===== config.mk =====
export PLATFORM = sky130hd
export DESIGN_NAME = ddc_i2c_target
export DESIGN_NICKNAME = d
export VERILOG_FILES = /design/src/rtl/ddc_pkg.sv /design/src/rtl/i2c_line_filter.sv /design/src/rtl/ddc_i2c_target.sv
export SDC_FILE = /design/constraint.sdc
export NUM_CORES = 1
export LEC_CHECK = 0
export ABC_CLOCK_PERIOD_IN_PS = 2610
export CORE_MARGIN = 2
export CORE_UTILIZATION = 40
export DETAILED_ROUTE_END_ITERATION = 10
export GPL_TIMING_DRIVEN = 0
export PLACE_DENSITY = 0.65
export SETUP_SLACK_MARGIN = 0.5
export SYNTH_ARGS = -nofsm -noshare
export SYNTH_HDL_FRONTEND = slang
export SYNTH_HIERARCHICAL = 1
export SYNTH_SLANG_ARGS = --single-unit

===== constraint.sdc =====
create_clock -name iCLK -period 2.61 [get_ports iCLK]
set_clock_uncertainty 0.2 [all_clocks]
set_input_delay 0.6525 -clock iCLK [delete_from_list [all_inputs] [get_ports iCLK]]
set_output_delay 0.6525 -clock iCLK [all_outputs]
set_load 0.02 [all_outputs]

===== src/rtl/ddc_pkg.sv =====
// Shared definitions for the DDC/EDID I2C target.
// Contents:
//   ddc_state_t   - protocol FSM states
//   DDC_DEV_ADDR  - default 7-bit device address (EDID)
//   ACK / NACK    - SDA levels of the acknowledge bit
//   addr_match    - device-address compare; a general call never matches
package ddc_pkg;

  typedef enum logic [3:0] {
    ST_IDLE,
    ST_DEVADR,
    ST_ACK_DEV,
    ST_WR_OFS,
    ST_ACK_OFS,
    ST_WR_DATA,
    ST_ACK_DATA,
    ST_RD_BYTE,
    ST_RD_ACK,
    ST_IGNORE
  } ddc_state_t;

  localparam logic [6:0] DDC_DEV_ADDR = 7'h50;
  localparam logic       ACK          = 1'b0;
  localparam logic       NACK         = 1'b1;

  function automatic logic addr_match(input logic [6:0] rx_addr,
                                      input logic [6:0] dev_addr);
    return (rx_addr == dev_addr) && (rx_addr != 7'h00);
  endfunction

endpackage


===== src/rtl/i2c_line_filter.sv =====
// Conditioning for one raw open-drain I2C line.
// A 2-flop synchronizer feeds a majority-free glitch filter: the accepted
// level only changes after FILTER_LEN consecutive identical synchronized
// samples. Pin-to-level latency is 2 + FILTER_LEN clocks.
// Ports:
//   clk, rst  - clock, asynchronous active-high reset (line idles high)
//   pin       - raw asynchronous pin level
//   level     - filtered line level
//   rise/fall - one-cycle pulses on filtered level changes
module i2c_line_filter #(
  parameter int FILTER_LEN = 3
) (
  input  logic clk,
  input  logic rst,
  input  logic pin,
  output logic level,
  output logic rise,
  output logic fall
);

  logic [1:0]            sync_reg;
  logic [FILTER_LEN-2:0] hist_reg;
  logic [FILTER_LEN-1:0] window;
  logic                  level_reg;
  logic                  level_prev_reg;

  // Newest synchronized sample plus the FILTER_LEN-1 before it.
  assign window = {hist_reg, sync_reg[1]};

  always_ff @(posedge clk or posedge rst) begin
    if (rst) begin
      sync_reg       <= 2'b11;
      hist_reg       <= '1;
      level_reg      <= 1'b1;
      level_prev_reg <= 1'b1;
    end else begin
      sync_reg       <= {sync_reg[0], pin};
      hist_reg       <= window[FILTER_LEN-2:0];
      level_prev_reg <= level_reg;
      if (&window)
        level_reg <= 1'b1;
      else if (~|window)
        level_reg <= 1'b0;
    end
  end

  assign level = level_reg;
  assign rise  = level_reg & ~level_prev_reg;
  assign fall  = ~level_reg & level_prev_reg;

endmodule


===== src/rtl/ddc_i2c_target.sv =====
// DDC/EDID I2C target: decodes START/STOP, device address, offset and data
// bytes, ACKs its own address, forwards writes to and prefetches reads from
// an external byte memory (registered read, data 1 cycle after oRD_EN).
// Ports:
//   iCLK, iRESET        - clock, asynchronous active-high reset
//   iSCL, iSDA          - raw pin levels
//   oSDA_OE             - 1 = pull SDA low
//   oRD_EN, iRD_DATA    - memory read strobe / data
//   oWR_EN, oWR_DATA    - memory write strobe / data
//   oADDR               - offset pointer, used as memory address
//   oBUSY               - addressed transaction in progress
module ddc_i2c_target
  import ddc_pkg::*;
#(
  parameter logic [6:0] DEV_ADDR   = DDC_DEV_ADDR,
  parameter int         FILTER_LEN = 3
) (
  input  logic       iCLK,
  input  logic       iRESET,
  input  logic       iSCL,
  input  logic       iSDA,
  output logic       oSDA_OE,
  output logic       oRD_EN,
  output logic [7:0] oADDR,
  input  logic [7:0] iRD_DATA,
  output logic       oWR_EN,
  output logic [7:0] oWR_DATA,
  output logic       oBUSY
);

  logic scl_level, scl_rise, scl_fall;
  logic sda_level, sda_rise, sda_fall;
  logic start, stop;

  ddc_state_t state_reg, state_next;
  logic [7:0] shreg_reg, ptr_reg, wr_data_reg;
  logic [3:0] bit_cnt_reg;
  logic       rw_reg, oe_reg, rd_en_reg, rd_dly_reg, wr_en_reg, busy_reg;
  logic       oe_next, rd_en_next, wr_en_next, busy_next, load_ptr, inc_ptr;
  logic       shift_in, counting;

  i2c_line_filter #(.FILTER_LEN(FILTER_LEN)) u_scl (
    .clk(iCLK), .rst(iRESET), .pin(iSCL),
    .level(scl_level), .rise(scl_rise), .fall(scl_fall)
  );

  i2c_line_filter #(.FILTER_LEN(FILTER_LEN)) u_sda (
    .clk(iCLK), .rst(iRESET), .pin(iSDA),
    .level(sda_level), .rise(sda_rise), .fall(sda_fall)
  );

  assign start = sda_fall & scl_level;
  assign stop  = sda_rise & scl_level;

  assign shift_in = ((state_reg == ST_DEVADR) || (state_reg == ST_WR_OFS) ||
                     (state_reg == ST_WR_DATA)) && (bit_cnt_reg < 4'd8);
  assign counting = shift_in || (state_reg == ST_RD_BYTE) || (state_reg == ST_RD_ACK);

  // State register
  always_ff @(posedge iCLK or posedge iRESET) begin
    if (iRESET) state_reg <= ST_IDLE;
    else        state_reg <= state_next;
  end

  // Next state: byte boundaries are taken on the SCL fall that ends bit 8,
  // ACK slots end on the SCL fall that ends the ACK bit.
  always_comb begin
    state_next = state_reg;
    if (stop)
      state_next = ST_IDLE;
    else if (start)
      state_next = ST_DEVADR;
    else begin
      unique case (state_reg)
        ST_DEVADR:
          if (scl_fall && bit_cnt_reg == 4'd8)
            state_next = addr_match(shreg_reg[7:1], DEV_ADDR) ? ST_ACK_DEV : ST_IGNORE;
        ST_ACK_DEV:  if (scl_fall) state_next = rw_reg ? ST_RD_BYTE : ST_WR_OFS;
        ST_WR_OFS:   if (scl_fall && bit_cnt_reg == 4'd8) state_next = ST_ACK_OFS;
        ST_ACK_OFS:  if (scl_fall) state_next = ST_WR_DATA;
        ST_WR_DATA:  if (scl_fall && bit_cnt_reg == 4'd8) state_next = ST_ACK_DATA;
        ST_ACK_DATA: if (scl_fall) state_next = ST_WR_DATA;
        ST_RD_BYTE:  if (scl_fall && bit_cnt_reg == 4'd8) state_next = ST_RD_ACK;
        ST_RD_ACK: begin
          if (scl_rise && sda_level == NACK)
            state_next = ST_IGNORE;
          else if (scl_fall && bit_cnt_reg != 4'd0)
            state_next = ST_RD_BYTE;
        end
        default: state_next = state_reg;
      endcase
    end
  end

  // Outputs / datapath controls
  always_comb begin
    oe_next    = oe_reg;
    rd_en_next = 1'b0;
    wr_en_next = 1'b0;
    busy_next  = busy_reg;
    load_ptr   = 1'b0;
    inc_ptr    = wr_en_reg;
    if (start || stop) begin
      oe_next = 1'b0;
    end else if (scl_fall) begin
      // SDA only moves on the cycle after an SCL fall, based on the slot entered.
      unique case (state_next)
        ST_ACK_DEV, ST_ACK_OFS, ST_ACK_DATA: oe_next = ~ACK;
        ST_RD_BYTE:                          oe_next = ~shreg_reg[7];
        default:                             oe_next = 1'b0;
      endcase
    end
    if (stop)
      busy_next = 1'b0;
    else if (scl_fall && state_reg == ST_DEVADR && state_next == ST_ACK_DEV)
      busy_next = 1'b1;
    if (scl_fall && state_reg == ST_DEVADR && state_next == ST_ACK_DEV && shreg_reg[0])
      rd_en_next = 1'b1;
    // Master ACK/NACK slot: the pointer always advances past the byte just
    // sent; only an ACK prefetches the next one.
    if (scl_rise && state_reg == ST_RD_ACK && bit_cnt_reg == 4'd0) begin
      inc_ptr    = 1'b1;
      rd_en_next = (sda_level == ACK);
    end
    if (scl_rise && state_reg == ST_WR_DATA && bit_cnt_reg == 4'd7)
      wr_en_next = 1'b1;
    if (scl_fall && state_reg == ST_WR_OFS && state_next == ST_ACK_OFS)
      load_ptr = 1'b1;
  end

  always_ff @(posedge iCLK or posedge iRESET) begin
    if (iRESET) begin
      shreg_reg   <= 8'h00;
      ptr_reg     <= 8'h00;
      wr_data_reg <= 8'h00;
      bit_cnt_reg <= 4'd0;
      rw_reg      <= 1'b0;
      oe_reg      <= 1'b0;
      rd_en_reg   <= 1'b0;
      rd_dly_reg  <= 1'b0;
      wr_en_reg   <= 1'b0;
      busy_reg    <= 1'b0;
    end else begin
      oe_reg     <= oe_next;
      rd_en_reg  <= rd_en_next;
      rd_dly_reg <= rd_en_reg;
      wr_en_reg  <= wr_en_next;
      busy_reg   <= busy_next;
      if (wr_en_next)
        wr_data_reg <= {shreg_reg[6:0], sda_level};
      if (load_ptr)
        ptr_reg <= shreg_reg;
      else if (inc_ptr)
        ptr_reg <= ptr_reg + 8'd1;
      if (start || state_next != state_reg)
        bit_cnt_reg <= 4'd0;
      else if (scl_rise && counting)
        bit_cnt_reg <= bit_cnt_reg + 4'd1;
      // Prefetched memory data lands well before the next SCL fall.
      if (rd_dly_reg)
        shreg_reg <= iRD_DATA;
      else if (scl_rise && shift_in)
        shreg_reg <= {shreg_reg[6:0], sda_level};
      else if (scl_rise && state_reg == ST_RD_BYTE)
        shreg_reg <= {shreg_reg[6:0], 1'b1};
      if (scl_fall && state_reg == ST_DEVADR && bit_cnt_reg == 4'd8)
        rw_reg <= shreg_reg[0];
    end
  end

  // START/STOP release SDA in the detect cycle itself.
  assign oSDA_OE  = oe_reg & ~(start | stop);
  assign oRD_EN   = rd_en_reg;
  assign oWR_EN   = wr_en_reg;
  assign oWR_DATA = wr_data_reg;
  assign oADDR    = ptr_reg;
  assign oBUSY    = busy_reg;

endmodule


==> results of run 1 <==
==> final timing paths <==
| kind | to | slack [ns] | cells after the start |
|---|---|---|---|
| max in group asynchronous | oADDR[1] | 1.02 | 2 |
| min in group asynchronous | u_sda/level | 0.64 | 2 |
| hold reg to reg | u_scl/sync_reg[1] | 0.16 | 0 |
| setup / recovery | bit_cnt_reg[1] | 0.24 | 10 |
| setup reg to reg | bit_cnt_reg[1] | 0.24 | 10 |
| hold / removal | u_scl/sync_reg[1] | 0.16 | 0 |
==> placed cells by master, fill, tap and decap left out, types with 2 or more instances in the layout <==
| cell type | instances |
|---|---|
| a211oi_2 | 2 |
| a21o_1 | 2 |
| a21oi_1 | 16 |
| a31oi_1 | 2 |
| and2_1 | 2 |
| and2_4 | 2 |
| buf_2 | 4 |
| buf_4 | 30 |
| buf_6 | 4 |
| clkbuf_1 | 2 |
| clkbuf_8 | 5 |
| clkdlybuf4s50_1 | 11 |
| dfrtp_1 | 38 |
| dfstp_2 | 12 |
| dlygate4sd2_1 | 18 |
| ha_1 | 2 |
| inv_1 | 6 |
| inv_2 | 4 |
| mux2_2 | 8 |
| mux2i_1 | 10 |
| nand2_1 | 15 |
| nand2_2 | 4 |
| nand3_1 | 10 |
| nand4b_1 | 2 |
| nor2_1 | 14 |
| nor2b_1 | 2 |
| nor2b_2 | 4 |
| nor2b_4 | 5 |
| nor3_1 | 3 |
| nor3b_1 | 2 |
| nor4_4 | 2 |
| o21a_2 | 2 |
| o21ai_0 | 13 |
| o21ai_1 | 3 |
| xnor2_1 | 4 |
| xor2_1 | 6 |
==> worst max-delay path, cell delays in order, from the launching register on <==
cell	delay [ns]
dfstp_2	0.60
nor2b_4	0.06
buf_8	0.13
and4b_2	0.22
buf_4	0.15
a32oi_1	0.15
mux2i_1	0.13
nand2_1	0.08
nand3b_1	0.16
buf_4	0.21
nor4_4	0.19
==> per-layer routing <==
| layer | routed length, um | vias to the layer above |
|---|---|---|
| met5 | 0 | - |
| met4 | 22 | 0 |
| met3 | 221 | 2 |
| met2 | 2930 | 62 |
| met1 | 2910 | 999 |
| li1 | - | 991 |
==> area by class of cell <==
cell class / instances / area, sq um / share of cell area, %
repair buffers: 64 / 559 / 16.2
clock buffers: 7 / 76.3 / 2.21
inverters: 10 / 37.5 / 1.09
multi-input cells: 171 / 1330 / 38.7
clock inverters: 1 / 30.0 / 0.871
well taps: 75 / 93.8 / 2.72
plain buffers: 7 / 50.0 / 1.45
flip-flops and latches: 50 / 1270 / 36.7
==> cell families after synthesis <==
family | after synthesis
buf+inv | 17
mux | 18
xor+xnor | 11
compound gates | 55
simple gates | 84
flops | 50
fa+ha+maj | 3
==> power breakdown <==
part	switching (uW)	internal, uW
clock network	257	287
logic	304	301
registers	95.6	855
total	656	1440
==> what timing repair did <==
item / 4_1_cts / 5_1_grt
setup endpoints to repair: 51 / 34
cloned: 0 / 0
pin swaps: 13 / 12
setup buffers: 26 / 7
resized for setup: 56 / 15
==> per-stage QoR <==
step	instances	area, sq um	hold slack [ns]	worst slack, ns
finish	385	3450	0.158	0.244
CTS	378	3350	0.160	0.299
global route	385	3450	0.162	0.145
floorplan	238	2530	0.145	0.419
detailed placement	344	2940	0.147	-0.191
global placement	344	2940	0.146	-0.207
==> qor.yml, run 1 <==
ys_ff_latch: 50
grt_max_degree: 39
p_leak_uw: 0.00162
path_class: "flop to flop"
synth_area_sq_mm: 0.00248
gp_congestion: 0.907
start_util_pct: 41.6
vdd_drop_max_mv: 0.457
synth_seq_area_share_pct: 51.1
synthTopCellsByArea: "dfrtp_1, dfstp_2, mux2i_1"
port_buffers: 31
drive_gt1_share_pct: 35.5
die_w_um: 82.7
drc: 0
cp.required_ns: 2.62
die_area_sq_mm: 0.00684
drv_cap: 0
total_power_uw: 2100
clk-insertion-delay-late_ns: 0.30
fp-row-count: 28
yosysUniqueCellTypes: 50
ys_warn_count: 6
cp-start-kind: "flop"
cp.arrival_ns: 2.38
outcome: "complete, no violations"
syn_avg_cell_area_sq_um: 10.4
synth-simple-area-share_pct: 18.6
worstHoldStart: "u_scl/sync_reg[0]"
synthMuxAreaShare_pct: 7.67
synthCells: 238
root_buffer: "clkbuf_8"
totalWireLength_mm: 6.09
wl_per_cell_um: 15.8
grt_overflow_total: 0
hp-class: "flop to flop"
r2r_start: "u_scl/level"
setup_viol_count_final: 0
worstPathMaxFanout: 6
clkSinkCount: 50
crit_start: "u_scl/level"
final_core_util_pct: 57.9
synth_compound_area_share_pct: 14.4
rsz0062_at_grt: "yes"
area_delta_synth_final_pct: 39.0
path_clk_slew_ns: 0.09
grtUsageMet3_pct: 3.59
cts_max_path_buffers: 2
numCtsBuffers: 5
drt_pre_antenna_iters: 4
synthFlopType: "dfrtp_1"
syn-num-nets: 253
drv_slew: 0
timing.final.crit_share_pct: 90.6
met2_usage_pct: 29.4
synth_top_area_share_pct: 38.4
die_h_um: 82.7
synth_edf_count: 0
track_usage_pct: 18.7
synth_xor_area_share_pct: 3.89
synth-adder-area-share_pct: 1.51
coreArea_sq_mm: 0.00596
n_antenna_cell: 0
fillers: 506
cts_tree: "done"
grt_pass1_wl_mm: 9.63
tightest_slew_ns: 0.814
end_kind: "flop"
finalCriticalPeriod_ns: 2.37
grt-busiest-layer: "met2"
synth_async_sr_flop_share_pct: 100
antenna_found_initial: 0
via_per_inst: 5.34
hold_viol: 0
pin_count: 32
met1_usage_pct: 27.0
final_nets: 324
power_density_mw_per_mm2: 609
num_vias: 2054
hold_buffers: 0
drt-initial-drc-count: 130
synth_top_area_cell: "dfrtp_1"
slew_headroom_pct: 45.7
yosysMostFrequentCell: "dfrtp_1"
antenna_violating_nets_post_route: 0
grt_pass1_vias: 1919
h-tree-depth: 2
synth_commonest_cells: "dfrtp_1, nand2_1, a21oi_1, nor2_1, o21ai_0"
fin_tns_setup_ns: 0
hpwl_mm: 3.89
synth_top_family_by_area: "simple AND/OR/NAND/NOR gates"
max_freq_mhz: 423
Power figures use the tool's default switching activity.
==> inputs of run 2 (changes only) <==
==> constraint.sdc (replaced) <==
create_clock -name iCLK -period 2.61 [get_ports iCLK]
set_clock_uncertainty 0.2 [all_clocks]
set_input_delay 0.6525 -clock iCLK [delete_from_list [all_inputs] [get_ports iCLK]]
set_output_delay 0.6525 -clock iCLK [all_outputs]
set_load 0.1 [all_outputs]
==> run 2 against run 1 <==
- clock power shrank 19%
- cell count fell by 1.0%
- register-to-register slack improved by 0.02 ns
- sequential share of layout area grew 0.35 points
- first-iteration DRC count decreased by 13%
- worst hold slack gained 0.0021 ns
- critical path depth fell by 2
- fmax grew 0.86%
- wire length down 1.1%
- critical path type unchanged
- largest power group unchanged
==> qor.yml, run 2 (synthesized netlist as in run 1, its figures left out) <==
p_leak_uw: 0.00150  # was 0.00162 uW
hp-class: "flop to flop"  # unchanged
cp.required_ns: 2.61  # was 2.62 ns
num_vias: 2023  # was 2,054
power_density_mw_per_mm2: 596  # was 609 mW/mm^2
path_class: "flop to flop"  # unchanged
cts_tree: "done"  # unchanged
totalWireLength_mm: 6.02  # was 6.09 mm
hpwl_mm: 3.95  # was 3.89 mm
setup_viol_count_final: 0  # unchanged
vdd_drop_max_mv: 0.356  # was 0.457 mV
fp-row-count: 28  # unchanged
tightest_slew_ns: 0.810  # was 0.814 ns
clkSinkCount: 50  # unchanged
outcome: "complete, no violations"  # unchanged
cp.arrival_ns: 2.35  # was 2.38 ns
gp_congestion: 0.905  # was 0.907
area_delta_synth_final_pct: 37.7  # was 39.0%
fillers: 518  # was 506
track_usage_pct: 18.7  # about the same
grt_max_degree: 39  # unchanged
end_kind: "flop"  # unchanged
drt-initial-drc-count: 113  # was 130
timing.final.crit_share_pct: 89.9  # was 90.6%
drive_gt1_share_pct: 42.8  # was 35.5%
hold-path-cell-count: 0  # unchanged
n_antenna_cell: 0  # unchanged
p_int_uw: 1360  # was 1440 uW
fin_area_sq_mm: 0.00341  # was 0.00345 sq mm
die_area_sq_mm: 0.00684  # unchanged
drc: 0  # unchanged
power_frac_clock_pct: 21.5  # was 25.9%
grt_pass1_vias: 1972  # was 1,919
r2r_start: "u_scl/level_prev_reg"  # was u_scl/level
antenna_violating_nets_post_route: 0  # unchanged
numCtsBuffers: 5  # unchanged
die_w_um: 82.7  # unchanged
root_buffer: "clkbuf_8"  # unchanged
finalCriticalPeriod_ns: 2.35  # was 2.37 ns
place_inst: 344  # unchanged
cts_max_path_buffers: 2  # unchanged
clk-insertion-delay-late_ns: 0.30  # about the same
power_frac_comb_pct: 31.6  # was 28.8%
drv_slew: 0  # unchanged
drv_cap: 0  # unchanged
p_switching_uw: 675  # was 656 uW
final_core_util_pct: 57.3  # was 57.9%
worstPathMaxFanout: 5  # was 6
via_per_inst: 5.31  # was 5.34
final_nets: 320  # was 324
wl_per_cell_um: 15.8  # about the same
h-tree-depth: 2  # unchanged
grt_pass1_wl_mm: 9.60  # was 9.63 mm
cp-start-kind: "flop"  # unchanged
slew_headroom_pct: 45.9  # was 45.7%
layout_commonest_cell: "dfrtp_1"  # unchanged
rsz0062_at_grt: "yes"  # unchanged
port_buffers: 31  # unchanged
drt_pre_antenna_iters: 4  # unchanged
holdWs_ns: 0.160  # was 0.158 ns
switching_share_pct: 33.2  # was 31.2%
path_clk_slew_ns: 0.09  # about the same
start_util_pct: 41.6  # unchanged
rr_endpoint: "bit_cnt_reg[2]"  # was bit_cnt_reg[1]
coreArea_sq_mm: 0.00596  # unchanged
die_h_um: 82.7  # unchanged
max_freq_mhz: 426  # was 423 MHz
r2r_slack_ns: 0.26  # was 0.24 ns
hold_viol: 0  # unchanged
p_seq_share_pct: 46.9  # was 45.3%
worstHoldStart: "u_sda/sync_reg[0]"  # was u_scl/sync_reg[0]
placement.cell_area_sq_mm: 0.00294  # unchanged
hold_end: "u_sda/sync_reg[1]"  # was u_scl/sync_reg[1]
antenna_found_initial: 0  # unchanged
final_cell_mix: "dfrtp_1, buf_4, nand2_1, o21ai_0, nor2_1"  # was dfrtp_1, buf_4, dlygate4sd2_1, a21oi_1, nand2_1
worst_r2r_path_depth: 8  # was 10
finalNonFillerCells: 381  # was 385
pin_count: 32  # unchanged
grt_overflow_total: 0  # unchanged
fin_tns_setup_ns: 0  # unchanged
-- run 2: how the worst max path moves through the flow --
stage / from / endpoint / slack (ns) / cells past startpoint
after floorplan: u_scl/level_prev_reg / oBUSY / 0.41 / 8
after global placement: u_sda/level / oSDA_OE / -0.81 / 4
after detailed placement: u_sda/level / oSDA_OE / -0.82 / 4
after CTS: u_sda/level_prev_reg / oSDA_OE / 0.27 / 4
after global routing: u_scl/level_prev_reg / bit_cnt_reg[2] / 0.17 / 8
final: u_scl/level_prev_reg / bit_cnt_reg[2] / 0.26 / 8
-- run 2: area by class of cell --
class,instances,area (sq um),share of cell area (%)
clock buffer,7,76.3,2.24
clock inverter,1,7.51,0.220
timing repair buffer,60,519,15.2
tap,75,93.8,2.75
multi-input combinational,171,1370,40.0
inverter,10,37.5,1.10
sequential,50,1270,37.1
buffer,7,46.3,1.36
-- run 2: worst max-delay path, cell delays in order (launching register included) --
cell,delay (ns)
dfstp_2,0.54
nor2b_4,0.14
buf_8,0.11
and4b_2,0.32
a21oi_4,0.09
o41ai_4,0.38
buf_4,0.19
xnor2_4,0.10
nor4_1,0.18
-- run 2: what timing repair did --
action,in CTS,in global routing
hold buffers,0,0
endpoints found under the setup margin,51,37
resized for setup,109,25
setup buffers,21,8
pin swaps,17,17
-- run 2: power groups by stage --
stage               Sequential [uW]  Combinational, uW  Clock (uW)
floorplan                       926                331           0
global placement                959                412           0
detailed placement              962                418           0
CTS                             950                527         457
global route                    964                693         484
finish                          955                642         438
-- run 2: stage by stage --
| stage | worst slack [ns] | power [uW] |
|---|---|---|
| final | 0.265 | 2040 |
| after global routing | 0.167 | 2140 |
| after CTS | 0.271 | 1930 |
| after detailed placement | -0.822 | 1380 |
| after global placement | -0.814 | 1370 |
| after floorplan | 0.406 | 1260 |
-- run 2: metal layers --
layer  vias up  global-route usage, %  routed length [um]
met5         -                      0                   0
li1        981                      -                   -
met1       990                   26.8                2880
met2        41                   28.1                2820
met3        11                   3.91                 207
met4         0                   6.72                 122
